[config.mk]
export PLATFORM = sky130hd
export DESIGN_NAME = fpu_sequencer
export DESIGN_NICKNAME = d
export VERILOG_FILES = /design/src/rtl/fpu_seq_pkg.sv /design/src/rtl/fpu_rr_arbiter.sv /design/src/rtl/fpu_sequencer.sv
export SDC_FILE = /design/constraint.sdc
export NUM_CORES = 1
export LEC_CHECK = 0
export ABC_CLOCK_PERIOD_IN_PS = 6990
export CORE_MARGIN = 1.5
export CORE_UTILIZATION = 50
export CTS_CLUSTER_SIZE = 16
export DETAILED_ROUTE_END_ITERATION = 8
export PLACE_DENSITY = 0.9
export RECOVER_POWER = 50
export SLEW_MARGIN = 20
export SYNTH_ARGS = -nofsm -noshare
export SYNTH_HDL_FRONTEND = slang
export SYNTH_SLANG_ARGS = --single-unit
[constraint.sdc]
create_clock -name clk -period 6.99 [get_ports clk]
set_input_delay 2.097 -clock clk [delete_from_list [all_inputs] [get_ports clk]]
set_output_delay 2.097 -clock clk [all_outputs]
set_load 0.01 [all_outputs]
[src/rtl/fpu_seq_pkg.sv]
// fpu_seq_pkg: shared state encoding, FPU register map, command codes and byte helper
package fpu_seq_pkg;
  typedef enum logic [2:0] {IDLE, STROBE, GAP, GUARD, POLL, SETTLE, READ, DONE} state_t;
  localparam logic [1:0] FPU_ADDR_STATUS = 2'd0;
  localparam logic [1:0] FPU_ADDR_RESULT = 2'd1;
  localparam logic [1:0] FPU_ADDR_CMD    = 2'd2;
  localparam logic [1:0] FPU_ADDR_VAL    = 2'd3;
  localparam logic [7:0] FPU_CMD_SETY    = 8'd1;
  localparam logic [7:0] FPU_CMD_SETX    = 8'd2;
  localparam logic [7:0] FPU_CMD_DIV     = 8'd3;
  localparam logic [7:0] FPU_CMD_MUL     = 8'd4;
  // byte i of w, i = 0 is the most significant byte
  function automatic logic [7:0] byte_of(logic [31:0] w, logic [1:0] i);
    return 8'(w >> {~i, 3'b000});
  endfunction
endpackage

[src/rtl/fpu_rr_arbiter.sv]
// fpu_rr_arbiter: 2-way round-robin arbiter
//   clk, rst_n : clock, async active-low reset
//   req_i      : request levels
//   en_i       : grant allowed this cycle
//   gnt_o      : one-hot grant (zero when not enabled or no request)
//   idx_o      : index of the winning requester
module fpu_rr_arbiter (
  input  logic       clk,
  input  logic       rst_n,
  input  logic [1:0] req_i,
  input  logic       en_i,
  output logic [1:0] gnt_o,
  output logic       idx_o
);
  logic last_q;
  // on a tie the requester not granted last wins; a single request wins outright
  assign idx_o = (req_i == 2'b11) ? ~last_q : ~req_i[0];
  assign gnt_o = (en_i && |req_i) ? (idx_o ? 2'b10 : 2'b01) : 2'b00;
  always_ff @(posedge clk or negedge rst_n)
    if (!rst_n) last_q <= 1'b1;
    else if (|gnt_o) last_q <= idx_o;
endmodule

[src/rtl/fpu_sequencer.sv]
// fpu_sequencer: shares one byte-wide memory-mapped FPU between two requesters
//   clk, rst_n                      : clock, async active-low reset
//   req_i, reqN_op_i/_y_i/_x_i      : request levels, op (0 div, 1 mul), operands
//   done_o, result_o, err_o, busy_o : completion pulse, result, timeout flag, busy
//   fpu_sel/read/write_o, fpu_addr_o, fpu_wdata_o, fpu_rdata_i : FPU bus
//   FPU_SEQ_TIMEOUT_EN : enables the status-poll watchdog (TIMEOUT_CYCLES polls)
module fpu_sequencer
  import fpu_seq_pkg::*;
#(
  parameter int TIMEOUT_CYCLES = 255
) (
  input  logic        clk,
  input  logic        rst_n,
  input  logic [1:0]  req_i,
  input  logic        req0_op_i,
  input  logic        req1_op_i,
  input  logic [31:0] req0_y_i,
  input  logic [31:0] req1_y_i,
  input  logic [31:0] req0_x_i,
  input  logic [31:0] req1_x_i,
  output logic [1:0]  done_o,
  output logic [31:0] result_o,
  output logic        err_o,
  output logic        busy_o,
  output logic        fpu_sel_o,
  output logic        fpu_read_o,
  output logic        fpu_write_o,
  output logic [1:0]  fpu_addr_o,
  output logic [7:0]  fpu_wdata_o,
  input  logic [7:0]  fpu_rdata_i
);
`ifdef FPU_SEQ_TIMEOUT_EN
  localparam bit TO_EN = 1'b1;
`else
  localparam bit TO_EN = 1'b0;
`endif
  localparam int CW = $clog2(TIMEOUT_CYCLES + 1);
  state_t state_q, state_d, nxt_q, nxt_d;
  logic [3:0] idx_q, idx_d;
  logic [1:0] ridx_q, ridx_d;
  logic gnt_q, gnt_d, op_q, op_d, err_q, err_d;
  logic [31:0] y_q, y_d, x_q, x_d, result_q, result_d;
  logic [CW-1:0] cnt_q, cnt_d;
  logic [1:0] gnt;
  logic gidx, cmd_acc;
  logic [7:0] wbyte;
  fpu_rr_arbiter u_arb (
    .clk   (clk),
    .rst_n (rst_n),
    .req_i (req_i),
    .en_i  (state_q == IDLE),
    .gnt_o (gnt),
    .idx_o (gidx)
  );
  // write access sequence: 0 SETY, 1-4 Y bytes, 5 SETX, 6-9 X bytes, 10 op, 11 abort SETY
  assign cmd_acc = idx_q == 4'd0 || idx_q == 4'd5 || idx_q >= 4'd10;
  assign wbyte = (idx_q == 4'd0 || idx_q == 4'd11) ? FPU_CMD_SETY :
                 idx_q < 4'd5  ? byte_of(y_q, 2'(idx_q - 4'd1)) :
                 idx_q == 4'd5 ? FPU_CMD_SETX :
                 idx_q < 4'd10 ? byte_of(x_q, 2'(idx_q - 4'd6)) :
                 op_q ? FPU_CMD_MUL : FPU_CMD_DIV;
  always_comb begin
    state_d = state_q;
    nxt_d = nxt_q;
    idx_d = idx_q;
    ridx_d = ridx_q;
    gnt_d = gnt_q;
    op_d = op_q;
    y_d = y_q;
    x_d = x_q;
    result_d = result_q;
    cnt_d = cnt_q;
    err_d = err_q;
    case (state_q)
      IDLE: if (|gnt) begin
        state_d = STROBE;
        idx_d = 4'd0;
        ridx_d = 2'd0;
        gnt_d = gidx;
        op_d = gidx ? req1_op_i : req0_op_i;
        y_d = gidx ? req1_y_i : req0_y_i;
        x_d = gidx ? req1_x_i : req0_x_i;
        result_d = '0;
        cnt_d = '0;
        err_d = 1'b0;
      end
      STROBE: begin
        state_d = GAP;
        nxt_d = idx_q == 4'd10 ? GUARD : idx_q == 4'd11 ? DONE : STROBE;
        idx_d = idx_q + 4'd1;
      end
      GAP: state_d = nxt_q;
      GUARD: state_d = POLL;
      POLL: if (!fpu_rdata_i[7]) begin
        state_d = SETTLE;
        idx_d = 4'd0;
      end else if (TO_EN && cnt_q == CW'(TIMEOUT_CYCLES - 1)) begin
        state_d = GAP;
        nxt_d = STROBE;
        idx_d = 4'd11;
        err_d = 1'b1;
      end else begin
        state_d = GAP;
        nxt_d = POLL;
        cnt_d = cnt_q + CW'(1);
      end
      SETTLE: begin
        state_d = idx_q[0] ? READ : SETTLE;
        idx_d = idx_q + 4'd1;
      end
      READ: begin
        state_d = GAP;
        nxt_d = &ridx_q ? DONE : READ;
        ridx_d = ridx_q + 2'd1;
        result_d = {result_q[23:0], fpu_rdata_i};
      end
      DONE: state_d = IDLE;
      default: state_d = IDLE;
    endcase
  end
  always_ff @(posedge clk or negedge rst_n)
    if (!rst_n) begin
      state_q <= IDLE;
      nxt_q <= IDLE;
      idx_q <= '0;
      ridx_q <= '0;
      gnt_q <= 1'b0;
      op_q <= 1'b0;
      y_q <= '0;
      x_q <= '0;
      result_q <= '0;
      cnt_q <= '0;
      err_q <= 1'b0;
    end else begin
      state_q <= state_d;
      nxt_q <= nxt_d;
      idx_q <= idx_d;
      ridx_q <= ridx_d;
      gnt_q <= gnt_d;
      op_q <= op_d;
      y_q <= y_d;
      x_q <= x_d;
      result_q <= result_d;
      cnt_q <= cnt_d;
      err_q <= err_d;
    end
  // bus outputs decode straight from state so an async reset clears them at once
  assign fpu_write_o = state_q == STROBE;
  assign fpu_read_o = state_q == POLL || state_q == READ;
  assign fpu_sel_o = fpu_read_o | fpu_write_o;
  assign fpu_addr_o = fpu_write_o ? (cmd_acc ? FPU_ADDR_CMD : FPU_ADDR_VAL) :
                      state_q == READ ? FPU_ADDR_RESULT : FPU_ADDR_STATUS;
  assign fpu_wdata_o = fpu_write_o ? wbyte : 8'd0;
  assign done_o = state_q == DONE ? (gnt_q ? 2'b10 : 2'b01) : 2'b00;
  assign err_o = TO_EN & err_q & (state_q == DONE);
  assign busy_o = state_q != IDLE && state_q != DONE;
  assign result_o = result_q;
endmodule

==> flow_summary_export.csv, run 1 <==
group,metric,value,unit
outcome,violations,"max-capacitance violations, max-slew violations",
clocking,cts_resized,0,
synthesis,synth.distinct_cells,54,
floorplanning,start_util,51.0,%
synthesis,synth_top_cells_by_count,"110 x dfrtp_1, 81 x nor2_1, 75 x nand2_1",
worst_setup_path,worstPathArrival,3.25,ns
synthesis,synth.top_cell.area_share,47.5,%
pwr,p_comb_share,44.1,%
placed_design,routabilityCongestion,0.936,
timing,timing.slew.headroom,-47.9,%
grt,grt_antenna_before_repair,0,
routing,via_per_inst,5.89,
pwr,ir_drop,0.208,mV
synthesis,syn_nets,731,
hold_path,hold_start,"ridx_q[0]$_DFFE_PN0P_",
timing,hold_violations,0,
timing,setup_viol,0,
clocking,postCtsHoldBufs,0,
routing,wirelength,16.9,mm
placed_design,portBuffers,189,
timing,min_period,5.35,ns
grt,grt_pass1_vias,5175,
routing,wl_met2,8.94,mm
floorplanning,num_rows,39,
synthesis,synth_area,5800,um^2
routing,met3_length,1.10,mm
synthesis,synth.area.top_cells,"dfrtp_1 47%, mux2i_1 12%, a21oi_1 6.0%",
synthesis,post-synth-top-count-cell,"dfrtp_1",
placed_design,hpwlAfterDp,12.1,mm
pwr,leakagePower,3.38,nW
flow_run,drv_cap,2,
finish,antenna-diode-count,0,
routing,drt_iter0_markers,388,
worst_setup_path,crit_fanout,17,
clocking,insertion_delay,0.35,ns
clocking,htree_levels,3,
floorplanning,die_x,111,um
synthesis,synth-main-ff-cell,"dfrtp_1",
synthesis,synth_largest_area_cell,"dfrtp_1",
clocking,cts_made_buffers,9,
synthesis,seq_area_frac_synth,47.9,%
worst_setup_path,cp-start-kind,"register",
clocking,cts_tree,"done",
finish,nFillCells,776,
timing,worst_pin_slew,2.22,ns
timing,final.period_utilization,76.6,%
synthesis,synth_seq_cells,111,
pwr,p_per_area,373,nW/um^2
worst_setup_path,endpoint_kind,"output pin",
hold_path,hold_class,"register to register",
grt,grt_pass1_wl,26.5,mm
worst_setup_path,criticalPathCategory,"register to output pin",
worst_setup_path,required,4.89,ns
synthesis,synthCells,584,
routing,route.detailed.drc,0,
clocking,cts_sinks,111,
clocking,root_buffer,"clkbuf_16",
synthesis,yosys_warnings,0,
grt,grt.overflow.total,0,
pwr,sw_frac_of_total,40.0,%
synthesis,synthArstFlopShare,100,%
finish,nets,891,
timing,grt_setup_unrepaired,"no",
floorplanning,design.core.area,11400,um^2
synthesis,avgSynthCellArea,9.92,um^2
pwr,p_int,1.79,mW
routing,met1_length,6.31,mm
grt,grt_max_degree,122,
clocking,clk_pin_slew,0.08,ns
routing,via_count,5254,
timing,fin_worst_skew,0.0149,ns
routing,ant_nets,0,
worst_setup_path,r2r_start,"state_q[0]$_DFFE_PN0P_",
finish,drive_gt1_share,7.08,%
pwr,p_seq_share,38.8,%
floorplanning,die_area,12200,um^2
timing,slew_violations,114,
floorplanning,io_pins,191,
routing,routedWlPerCell,18.9,um
routing,top_layer,"met4",
pwr,p_total,2.98,mW
floorplanning,die_h,111,um
pwr,switchingPower,1.19,mW
timing,fmax,187,MHz
grt,grt_usage,27.1,%
synthesis,synth_edf_count,0,
worst_setup_path,worstSetupStartpoint,"idx_q[1]$_DFFE_PN0P_",
routing,first_pass_iters,5,
finish,areaGrowthSynthToFinish,37.9,%
clocking,cts_setup_buffers,0,
clocking,clockBufferDepth,2,
pwr,clockPowerShare,17.1,%
timing,finalSetupTns,0,ns
outcome,status,"finished with violations",
==> stage by stage <==
step | std cells | utilization (%) | cell area, um^2 | setup slack (ns) | hold WS, ns
final | 892 | 70.3 | 7990 | 1.64 | 0.528
after floorplan | 584 | - | 5800 | 2.85 | 0.461
after global placement | 874 | 67.2 | 7640 | 2.21 | 0.478
after global routing | 892 | 70.3 | 7990 | 1.30 | 0.549
after CTS | 890 | 69.8 | 7940 | 1.67 | 0.524
after detailed placement | 874 | 67.2 | 7640 | 2.07 | 0.497
==> worst max-delay path, cell delays in order (launching register included) <==
cell and delay [ns]:
dfrtp_1 0.81, inv_1 0.20, ha_1 0.58, mux4_2 0.38
maj3_2 0.33, o2bb2ai_2 0.12, clkdlybuf4s50_1 0.48
==> placed cells by master (no fill, tap or decap), drive strengths merged, types with 2 or more instances in the layout <==
master / instances
clkdlybuf4s50: 185
dfrtp: 110
nor2: 81
nand2: 76
a21oi: 70
mux2i: 69
o21ai: 50
mux4: 15
clkbuf: 11
inv: 10
a22oi: 5
ha: 5
nor3: 5
buf: 5
clkinv: 4
nor2b: 3
a21o: 3
a31oi: 3
dlygate4sd3: 3
nand2b: 2
or2b: 2
o211ai: 2
mux2: 2
a211oi: 2
a22o: 2
and2: 2
o2bb2ai: 2
==> routing by layer <==
| layer | GRT usage [%] | vias to the layer above |
|---|---|---|
| met5 | 0 | - |
| li1 | - | 2348 |
| met4 | 8.03 | 0 |
| met2 | 47.6 | 248 |
| met1 | 34.7 | 2615 |
| met3 | 4.21 | 43 |
==> cell families (layout without fill, tap and decap cells) <==
logic type | Yosys count | in the layout | synth area share (%)
buf+inv | 54 | 219 | 5.29
other cells | 1 | 1 | 0.0647
simple gates | 179 | 179 | 12.8
compound gates | 147 | 147 | 14.5
fa+ha+maj | 6 | 6 | 1.27
flops | 111 | 111 | 47.9
mux | 86 | 86 | 18.1
==> final timing paths <==
check / end / slack (ns) / cells past startpoint
worst max-delay path: fpu_wdata_o[0] / 1.64 / 6
worst min-delay path: ridx_q[0]$_DFFE_PN0P_ / 0.53 / 1
worst max register to register: y_q[31]$_DFFE_PN0P_ / 4.09 / 5
worst min register to register: ridx_q[0]$_DFFE_PN0P_ / 0.53 / 1
max in group asynchronous: x_q[10]$_DFFE_PN0P_ / 1.92 / 2
min in group asynchronous: result_o[1]$_DFFE_PN0P_ / 2.39 / 1
==> final cells by class <==
| class | count | area (um^2) | area share, % |
|---|---|---|---|
| timing repair buffer | 195 | 1980 | 24.8 |
| inverter | 8 | 30.0 | 0.376 |
| tap | 143 | 179 | 2.24 |
| clock buffer | 9 | 225 | 2.82 |
| multi-input combinational | 419 | 2720 | 34.1 |
| clock inverter | 7 | 75.1 | 0.940 |
| sequential | 111 | 2780 | 34.8 |
==> power by group through the flow <==
stage | clock (mW) | sequential (mW) | combinational [mW]
6_report | 0.509 | 1.16 | 1.31
5_1_grt | 0.534 | 1.18 | 1.44
4_1_cts | 0.510 | 1.14 | 1.29
3_5_place_dp | 0 | 1.15 | 1.28
3_3_place_gp | 0 | 1.13 | 1.21
2_1_floorplan | 0 | 1.05 | 0.920
==> registers in the layout, summed over array words and instances, names as in the netlist <==
register      flops
state_q           3
y_q              32
result_o         32
idx_q             4
ridx_q            2
nxt_q             3
gnt_q             1
x_q              32
op_q              1
u_arb.last_q      1
No activity file was read; power rests on OpenSTA's default activity.
==> run 2: changes to the inputs <==
- ABC_CLOCK_PERIOD_IN_PS: 6990 -> 4900
- CORE_UTILIZATION: 50 -> 42
- PLACE_DENSITY: 0.9 -> 0.81
- clock period: 6.99 -> 4.9 ns (I/O delays scaled with it)
==> flow_summary_export.csv, run 2 (synthesis gave the netlist of run 1 again) <==
group,metric,value,unit
outcome,status,"finished with violations",
outcome,violations,"max-capacitance violations, max-slew violations",
clocking,cts_tree,"done",
hold_path,hold_class,"register to register",
timing,setup_viol,0,
routing,wirelength,16.1,mm
placed_design,hpwlAfterDp,12.1,mm
routing,via_per_inst,5.36,
grt,grt_usage,22.6,%
grt,grt_max_degree,86,
pwr,p_seq_share,38.4,%
clocking,cts_made_buffers,9,
placed_design,portBuffers,189,
grt,grt.overflow.total,0,
timing,fmax,226,MHz
worst_setup_path,required,3.43,ns
finish,areaGrowthSynthToFinish,38.5,%
routing,ant_nets,0,
clocking,cts_resized,0,
flow_run,drv_cap,1,
floorplanning,die_x,120,um
clocking,htree_levels,3,
timing,finalSetupTns,0,ns
pwr,clockPowerShare,18.4,%
finish,antenna-diode-count,0,
worst_setup_path,crit_fanout,13,
placed_design,place_area,7730,um^2
pwr,p_int,2.59,mW
pwr,switchingPower,1.63,mW
grt,grt_antenna_before_repair,0,
finish,layout_commonest_cell,"clkdlybuf4s50_1",
finish,nets,894,
timing,fin_worst_skew,0.00584,ns
floorplanning,die_area,14500,um^2
pwr,sw_frac_of_total,38.6,%
clocking,cts_setup_buffers,0,
clocking,clockBufferDepth,2,
clocking,insertion_delay,0.35,ns
routing,via_count,4972,
worst_setup_path,criticalPathCategory,"register to output pin",
clocking,cts_sinks,111,
pwr,p_per_area,526,nW/um^2
timing,min_period,4.43,ns
placed_design,routabilityCongestion,0.899,
timing,hold_violations,0,
finish,final_area,8030,um^2
routing,first_pass_iters,5,
floorplanning,io_pins,191,
floorplanning,design.core.area,13300,um^2
pwr,p_comb_share,43.2,%
timing,worst_pin_slew,2.68,ns
pwr,ir_drop,0.300,mV
grt,grt_pass1_wl,25.5,mm
timing,timing.slew.headroom,-79.0,%
worst_setup_path,endpoint_kind,"output pin",
timing,grt_setup_unrepaired,"no",
worst_setup_path,r2r_cells,5,
placed_design,pre_cts_slack,0.822,ns
finish,finalNonFillerCells,928,
timing,slew_violations,52,
routing,routedWlPerCell,17.3,um
worst_setup_path,worstPathArrival,2.96,ns
routing,drt_iter0_markers,329,
clocking,postCtsHoldBufs,0,
placed_design,dp.cells,912,
hold_path,hold_depth,2,
worst_setup_path,cp-start-kind,"register",
clocking,clk_pin_slew,0.07,ns
finish,drive_gt1_share,7.45,%
floorplanning,num_rows,42,
clocking,root_buffer,"clkbuf_16",
timing,setup_slack,0.466,ns
floorplanning,start_util,43.4,%
pwr,leakagePower,3.44,nW
routing,route.detailed.drc,0,
finish,layout_common_cells,"172 x clkdlybuf4s50_1, 110 x dfrtp_1, 81 x nor2_1",
grt,grt_pass1_vias,5041,
timing,final.period_utilization,90.5,%
floorplanning,die_h,120,um
## run 2: final cells by class
class	instances	area [um^2]
clock buffer	9	225
clock inverter	7	86.3
fill	1139	5320
inverter	8	30.0
multi-input combinational	419	2720
sequential	111	2780
tap	176	220
timing repair buffer	198	1970
## run 2: power groups by stage
| stage | Sequential, mW | Clock [mW] | Combinational (mW) |
|---|---|---|---|
| floorplan | 1.49 | 0 | 1.31 |
| global placement | 1.62 | 0 | 1.75 |
| detailed placement | 1.62 | 0 | 1.83 |
| CTS | 1.61 | 0.783 | 1.84 |
| global route | 1.67 | 0.822 | 2.02 |
| finish | 1.62 | 0.776 | 1.82 |
## run 2: final timing paths
check | startpoint | end | slack [ns]
min reg2reg | result_o[6]$_DFFE_PN0P_ | result_o[14]$_DFFE_PN0P_ | 0.51
min in group asynchronous | rst_n | result_o[0]$_DFFE_PN0P_ | 1.95
max in group asynchronous | rst_n | x_q[18]$_DFFE_PN0P_ | 0.82
max | idx_q[0]$_DFFE_PN0P_ | fpu_wdata_o[1] | 0.47
min | result_o[6]$_DFFE_PN0P_ | result_o[14]$_DFFE_PN0P_ | 0.51
max reg2reg | state_q[0]$_DFFE_PN0P_ | x_q[26]$_DFFE_PN0P_ | 2.52
## run 2: critical path: stages (launching register included)
cell and delay, ns:
dfrtp_1 0.37, buf_4 0.26, inv_1 0.11, ha_1 0.52
mux4_2 0.29, nor3_1 0.05, nor4_1 0.40, clkdlybuf4s50_1 0.61
## run 2: through the flow
step	utilization, %	hold WS [ns]	power, mW
2_1_floorplan	-	0.461	2.80
3_3_place_gp	57.9	0.485	3.37
3_5_place_dp	57.9	0.500	3.45
4_1_cts	60.3	0.518	4.23
5_1_grt	60.1	0.554	4.51
6_report	60.1	0.510	4.22
## run 2: routing by layer
metal  global-route usage [%]  wire (um)  part of all wire (%)  up-vias
li1                         -          -                     -     2360
met1                     30.2       6960                    43     2411
met2                     37.1       7980                    50      168
met3                     3.92        646                   4.0       33
met4                     8.09        462                   2.9        0
met5                        0          0                     0        -
==> run 3: changes to the inputs <==
- GPL_TIMING_DRIVEN: not set -> 1
==> results of run 3 <==
Same layout as run 2: the final DEF is identical, and so are final timing and power.
